`src/rtl/alu_ex_stage.sv`:
```
// alu_ex_stage: execute stage behind the ALU control decoder.
// Computes the ALU result and captures it with the zero flag, an illegal-op flag and the
// destination tag in a one-entry EX/MEM register, with a valid/ready handshake on both sides.
// Optional feature: define ALU_EX_OVERFLOW_EN to add the registered out_overflow port
// (signed overflow for ADD and SUB).
module alu_ex_stage #(
    parameter int unsigned WIDTH = 32,
    parameter int unsigned RD_W  = 5
) (
    input  logic             clk,
    input  logic             reset,
    input  logic             flush,
    input  logic             in_valid,
    output logic             in_ready,
    input  logic [3:0]       in_operation,
    input  logic [WIDTH-1:0] in_a,
    input  logic [WIDTH-1:0] in_b,
    input  logic [RD_W-1:0]  in_rd,
    output logic             out_valid,
    input  logic             out_ready,
    output logic [WIDTH-1:0] out_result,
    output logic             out_zero,
    output logic             out_illegal,
    output logic [RD_W-1:0]  out_rd
`ifdef ALU_EX_OVERFLOW_EN
    ,
    output logic             out_overflow
`endif
);

    localparam logic [3:0] OpAnd = 4'b0000;
    localparam logic [3:0] OpOr  = 4'b0001;
    localparam logic [3:0] OpAdd = 4'b0010;
    localparam logic [3:0] OpSub = 4'b0110;
    localparam logic [3:0] OpSlt = 4'b0111;
    localparam logic [3:0] OpNor = 4'b1100;

    typedef enum logic {
        StEmpty,
        StFull
    } state_t;

    state_t           r_state;
    logic [WIDTH-1:0] r_result;
    logic             r_zero;
    logic             r_illegal;
    logic [RD_W-1:0]  r_rd;

    logic             w_accept;
    logic             w_pop;
    logic [WIDTH-1:0] w_sum;
    logic [WIDTH-1:0] w_diff;
    logic             w_lt;
    logic [WIDTH-1:0] w_result;
    logic             w_illegal;
    logic             w_zero;

    // Ready passes out_ready straight through so a full register can be replaced in one cycle
    assign in_ready  = (r_state == StEmpty) || out_ready;
    assign w_accept  = in_valid && in_ready;
    assign out_valid = (r_state == StFull);
    assign w_pop     = out_valid && out_ready;

    assign out_result  = r_result;
    assign out_zero    = r_zero;
    assign out_illegal = r_illegal;
    assign out_rd      = r_rd;

    // ALU datapath: result and illegal-op decode for the offered operation
    always_comb begin
        w_sum     = in_a + in_b;
        w_diff    = in_a - in_b;
        w_lt      = $signed(in_a) < $signed(in_b);
        w_result  = '0;
        w_illegal = 1'b0;
        case (in_operation)
            OpAnd:   w_result = in_a & in_b;
            OpOr:    w_result = in_a | in_b;
            OpAdd:   w_result = w_sum;
            OpSub:   w_result = w_diff;
            OpSlt:   w_result = {{(WIDTH-1){1'b0}}, w_lt};
            OpNor:   w_result = ~(in_a | in_b);
            default: w_illegal = 1'b1;
        endcase
        w_zero = (w_result == '0);
    end

`ifdef ALU_EX_OVERFLOW_EN
    logic w_overflow;
    logic r_overflow;

    assign out_overflow = r_overflow;

    // Signed overflow: ADD with like-signed operands, SUB with unlike-signed operands
    always_comb begin
        w_overflow = 1'b0;
        if (in_operation == OpAdd) begin
            w_overflow = (in_a[WIDTH-1] == in_b[WIDTH-1]) && (w_sum[WIDTH-1] != in_a[WIDTH-1]);
        end else if (in_operation == OpSub) begin
            w_overflow = (in_a[WIDTH-1] != in_b[WIDTH-1]) && (w_diff[WIDTH-1] != in_a[WIDTH-1]);
        end
    end

    // Overflow flag loads alongside the result register
    always_ff @(posedge clk) begin
        if (reset) begin
            r_overflow <= 1'b0;
        end else if (!flush && w_accept) begin
            r_overflow <= w_overflow;
        end
    end
`endif

    // Handshake FSM and output register; reset beats flush, flush beats accept/pop
    always_ff @(posedge clk) begin
        if (reset) begin
            r_state   <= StEmpty;
            r_result  <= '0;
            r_zero    <= 1'b0;
            r_illegal <= 1'b0;
            r_rd      <= '0;
        end else if (flush) begin
            // Data fields keep stale values; only validity is dropped
            r_state <= StEmpty;
        end else if (w_accept) begin
            r_state   <= StFull;
            r_result  <= w_result;
            r_zero    <= w_zero;
            r_illegal <= w_illegal;
            r_rd      <= in_rd;
        end else if (w_pop) begin
            r_state <= StEmpty;
        end
    end

endmodule

```
`config.mk`:
```
export PLATFORM = sky130hd
export DESIGN_NAME = alu_ex_stage
export DESIGN_NICKNAME = d
export VERILOG_FILES = /design/src/rtl/alu_ex_stage.sv
export SDC_FILE = /design/constraint.sdc
export NUM_CORES = 1
export LEC_CHECK = 0
export ABC_AREA = 1
export BUFFER_PORTS_ARGS = -buffer_cell sky130_fd_sc_hd__buf_2
export CAP_MARGIN = 20
export CORE_AREA = 2 2 139 141
export CTS_CLUSTER_DIAMETER = 100
export CTS_CLUSTER_SIZE = 8
export DETAILED_ROUTE_END_ITERATION = 8
export DIE_AREA = 0 0 141 143
export PLACE_DENSITY = 0.71
export SETUP_SLACK_MARGIN = 0.05
export SLEW_MARGIN = 40
export SYNTH_ARGS = -nofsm -noshare
export SYNTH_HDL_FRONTEND = slang
export SYNTH_SLANG_ARGS = --single-unit
export TNS_END_PERCENT = 10
```
`constraint.sdc`:
```
create_clock -name clk -period 2.05 [get_ports clk]
set_input_delay 0.205 -clock clk [delete_from_list [all_inputs] [get_ports clk]]
set_output_delay 0.205 -clock clk [all_outputs]
set_load 0.01 [all_outputs]
```
Yosys cells after proc, flatten, opt, wreduce, memory -nomap -nowiden
Cells that the tools add are included.
{"block": "totals", "ff_bits": 40, "output_inout_bits": 41, "elab_cells": 31, "inputBits": 78}
{"block": "classes", "n_bitwise": 5, "reduce_logical": 9, "n_addsub": 2, "magnitude_cmp": 1, "n_eq_ne": 5, "muxes": 4}
{"op": "32-bit one-hot mux with 6 select lines", "count": 1}
{"op": "32-bit adder", "count": 1}
{"op": "32-bit bitwise AND", "count": 1}
{"op": "32-bit zero test", "count": 1}
{"op": "32-bit less-than comparator", "count": 1}
{"op": "32-bit inverter", "count": 1}
{"op": "32-bit bitwise OR", "count": 1}
{"op": "32-bit subtractor", "count": 1}
{"op": "4-bit by 3-bit equality test with 1-bit output (second input constant)", "count": 2}
{"op": "6-bit OR reduction", "count": 1}
{"op": "4-bit by 1-bit equality test with 1-bit output (second input constant)", "count": 1}
{"op": "4-bit by 2-bit equality test with 1-bit output (second input constant)", "count": 1}
{"op": "4-bit equality test (second input constant)", "count": 1}
{"op": "4-bit zero test", "count": 1}
{"op": "1-bit two-way mux", "count": 3}
{"op": "1-bit logical AND", "count": 2}
{"op": "1-bit inverter", "count": 2}
{"op": "2-bit AND reduction", "count": 1}
{"op": "2-bit nonzero test", "count": 1}
{"op": "2-bit OR reduction", "count": 1}
{"op": "1-bit logical OR", "count": 1}

Logic depth before layout (Yosys ltp)
{"block": "logic_depth", "depth_word": 4, "depth_mapped": 22, "ltp_nobuf": 21}

Worst setup path after synthesis
OpenSTA, ideal clock, no wires.
{"block": "synth_timing", "path_kind": "in2reg", "startpoint": "in in_a[0]", "endpoint": "reg r_zero, in the netlist out_zero", "setup_time_ps": 68, "stages": 20, "arrival_time_ps": 2026, "required_ps": 1982, "path_slack_ps": -43, "n_path_buf": 0, "path_cell_list": "ha_1 inv_1 fa_1 inv_1 nand2_1 nand2_1 nand3_1 nand2_2 nand2_2 nand2_2 nand2_1 nand2_1 nand2_1 nand3_1 nand3_1 nor2_1 nand3_1 nor2_1 nand2_1 a21oi_2"}
{"block": "synth_between", "elab_chain_len": 4, "elab_cells_between_ends": 8, "cone_classes": "2 x add/sub; 1 x order compare; 1 x mux; 3 x bitwise; 1 x reduce/logical"}
{"item": "start: declaration", "line_no": "16", "source": "input logic [WIDTH-1:0] in_a,"}
{"item": "parallel branches: the longest is 2 deep, another holds 32-bit subtractor"}
{"item": "32-bit one-hot mux with 6 select lines (*)", "line_no": "76", "source": "case (in_operation)"}
{"item": "32-bit zero test (*)", "line_no": "85", "source": "w_zero = (w_result == '0);"}
{"item": "end signal: assignment", "line_no": "128", "source": "r_zero <= w_zero;"}
{"item": "end: declaration", "line_no": "45", "source": "logic r_zero;"}
Every way passes the cells marked *.
A chain may end at the register's enable or synchronous reset.

Worst setup path after layout
Ends and elaborated chain as after synthesis.

==> results.md <==
* Status: finished, violations left
* Violated checks: setup timing
* Final setup fails at 8
* Largest net degree at the start of global routing at 51
* Netlist cell types at 38
* Critical Path Source Type: input port
* Hold WS at 141.6 ps
* Row count at 50
* Fmax at 457.1 MHz
* Total track usage at 33.81%
* Layout Nets at around 2.2k
* Flops & latches, synth at 40
* Max-slew violations at 0
* Cell area after synthesis at about 0.0083 mm2
* Most common cell after layout, fill and taps aside: buf_4
* Final Skew at about 2 ps
* Reg2reg path depth at 15
* HP Class: input port to flop
* HPWL Detailed at 28,830 um
* Iter 0 DRT Violations at 1,131
* Post-Syn Nets at about 1.7k
* R2R Path End: out_zero$_SDFFE_PP0P_
* Total grt overflow at 0
* Later-pin clock latency in the skew report at 280 ps
* Syn-to-layout area delta at 60.69%
* Die height at around 140 um
* Max layer used: met4
* Endpoints failing hold at 0
* Area of the multi-input gates at between 0.007 and 0.008 mm2
* Hold-fix buffers at CTS at 0
* Fill count at 1,603
* Placed Cells at about 2.2k
* Post-synth EDFFs at 0
* FF/Latch Area at ~800 um2
* Vias in the first global route at 10.73k
* Min setup slack post-route at -137.8 ps
* Core ar. at around 0.019 mm2
* Worst-path clk slew at approximately 60 ps
* Worst hold stages at 2
* Antenna diode count at 0
* P_int at roughly 2.9 mW
* Part of the cycle the worst path needs at 106.7%
* Final Non-Filler Cells at 2,237
* Worst slew margin at 58.11%
* CTS tree: yes
* R2r setup slk at between 200 and 300 ps
* Synth warn at 0
* Top_reg_cell synth: dfxtp_1
* TritonCTS Sinks at 40
* Drt via density at around 5.2
* Num CTS Buffers at 5
* WHS Endpoint: out_valid$_SDFFE_PP0P_
* Synth async-reset ratio at 0%
* # DRC at 0
* Combinational power share at around 66%
* Initial antenna violation count at 0
* Critical Path End Type: flop
* Hold_sp: flush
* Clock Power Share at roughly 17%
* Net Switching at around 2.2 mW
* Leak at 7.591 nW
* Routed len/inst at 15.97 um
* Die Area at ~0.020 mm2
* Antenna-violating nets left at 0
* Width of the die at between 100 and 150 um
* Sequential area share after synthesis at between 9 and 10%
* Cells after Synth at roughly 1.5k
* Io pins at 119
* Most frequent cells in the layout: buf_4, nand2_1, inv_1
* Port bufs at approximately 120
* CTS root buf: clkbuf_16
* Met2 wire len at 16,130 um
* Clock tree buffer depth at 2
* Tmin final at 2188 ps
* Flop pwr share at between 15 and 20%
* Max VDD drop at 0.2886 mV
* Via count at between 10k and 15k
* Number of max-cap violations at 0
* H-Tree Depth at 2
* Worst-path fanout max at 4
* Total routed wirelength at 35,730 um
* Met1 Wirelength at approximately 15,000 um
* Pwr Density at roughly 380 mW/mm2
* Syn avg cell area at between 5 and 6 um2
* Metal3 WL at between 3000 and 4000 um
* Slew @ Worst Pin at ~630 ps
* Detailed Routing Iterations Pass 1 at 9
* First-pass GRT wire length at between 50,000 and 60,000 um
* Initial Util at roughly 45%
* RSZ-0062 raised after global routing: yes
* Share of layout cells above drive strength 1 at a little over two fifths
* Critical R2R Launch: out_valid$_SDFFE_PP0P_
* Switching share of power at 43.07%
* Crit path kind: input port to flop
* Gp weighted congestion at about 1.1
* Crit path DAT at ~2400 ps
* Data required, critical path at about 2300 ps
-- power by group through the flow --
stage	logic (mW)	clock network [mW]	registers, mW
after detailed placement	2.68	0	0.870
after global placement	2.65	0	0.868
after global routing	3.57	0.914	0.859
after CTS	2.96	0.875	0.854
after floorplan	1.37	0	0.893
final	3.32	0.866	0.854
-- layer usage --
metal	GRT usage (%)	up-vias
met5	0	-
met4	9.474	0
met3	2.549	84
met2	56.43	584
met1	46.99	5342
li1	-	5703
-- cells in the mapped netlist (2+ instances only) --
library cell / n / share of area, %
nand2_4: 2 / 0.27
nand3b_1: 2 / 0.18
and2_1: 2 / 0.15
buf_1: 2 / 0.090
nand2_2: 19 / 1.4
o211ai_1: 11 / 0.99
a21oi_2: 2 / 0.21
a211oi_1: 3 / 0.27
buf_4: 17 / 1.5
clkbuf_1: 13 / 0.59
inv_2: 13 / 0.59
inv_1: 302 / 14
nand3_1: 146 / 8.8
nor4_1: 3 / 0.23
clkinv_1: 2 / 0.090
nand4_1: 17 / 1.3
nand3_2: 4 / 0.48
buf_2: 13 / 0.78
nor3_1: 9 / 0.54
nand2_1: 430 / 19
nor2_1: 215 / 9.7
buf_6: 3 / 0.41
nor3_2: 5 / 0.60
a21oi_1: 53 / 3.2
o21ai_0: 49 / 3.0
fa_1: 2 / 0.48
nor2_2: 22 / 1.7
dfxtp_1: 40 / 9.6
ha_1: 102 / 15
o21bai_1: 11 / 0.99
a221oi_1: 26 / 2.7
-- per-stage QoR --
step           instance area (um2)  utilization [%]  worst slack (ps)  total power [mW]  setup TNS [ps]
3_3_place_gp                 11560            62.20            -845.6             3.519          -10630
5_1_grt                      13350            71.85            -218.7             5.339           -1726
3_5_place_dp                 11560            62.20            -833.3             3.547          -10990
4_1_cts                      12590            67.75            -88.12             4.687          -160.7
2_1_floorplan                 8323                -             51.83             2.267               0
6_report                     13350            71.85            -137.8             5.039          -457.3
-- area by class of cell --
cell class	instances	area share, %
Timing Repair Buffer	496	26.90
Inverter	317	8.950
Clock inverter	3	0.3187
Clock buffer	5	0.9372
Sequential cell	40	5.998
Multi-Input combinational cell	1142	54.70
Tap cell	234	2.193
-- registers in the layout, indices dropped and copies added, names as in the netlist --
| register | count |
|---|---|
| out_result | 32 |
| out_illegal | 1 |
| out_valid | 1 |
| out_rd | 5 |
| out_zero | 1 |
-- critical path: stages --
cell and delay, ps:
buf_8 80, ha_4 130, inv_2 40, fa_2 350, inv_2 80, nand2_1 50
nand2_1 60, nand3_1 80, nand2_2 150, a21oi_1 90, o21ai_1 150, nand3_1 180
nor2_1 150, nand3_1 100, nor2_1 120, nand3_1 80, nor2_1 110, nand2_1 70
a21oi_2 110
-- cell families after synthesis --
group | after synthesis | synth area share, %
AND/OR/NAND/NOR | 878 | 44.98
buffers and inverters | 365 | 17.73
AO/OA/AOI/OAI | 160 | 11.81
flip-flops | 40 | 9.639
adder cells (fa/ha/maj) | 104 | 15.84
-- worst max-delay path by stage --
stage	startpoint	to	cells after the start
floorplan	in_a[0]	out_zero$_SDFFE_PP0P_	20
global placement	in_a[12]	out_zero$_SDFFE_PP0P_	18
detailed placement	in_b[12]	out_zero$_SDFFE_PP0P_	18
CTS	in_b[0]	out_zero$_SDFFE_PP0P_	21
global route	in_a[0]	out_zero$_SDFFE_PP0P_	20
finish	in_a[0]	out_zero$_SDFFE_PP0P_	19
-- timing repair --
action	CTS	global route
pin swaps	53	92
endpoints found under the setup margin	23	26
gates resized for setup	171	212
endpoints found under the hold margin	0	0
buffers inserted	16	19
(Power assumes the default switching activity.)
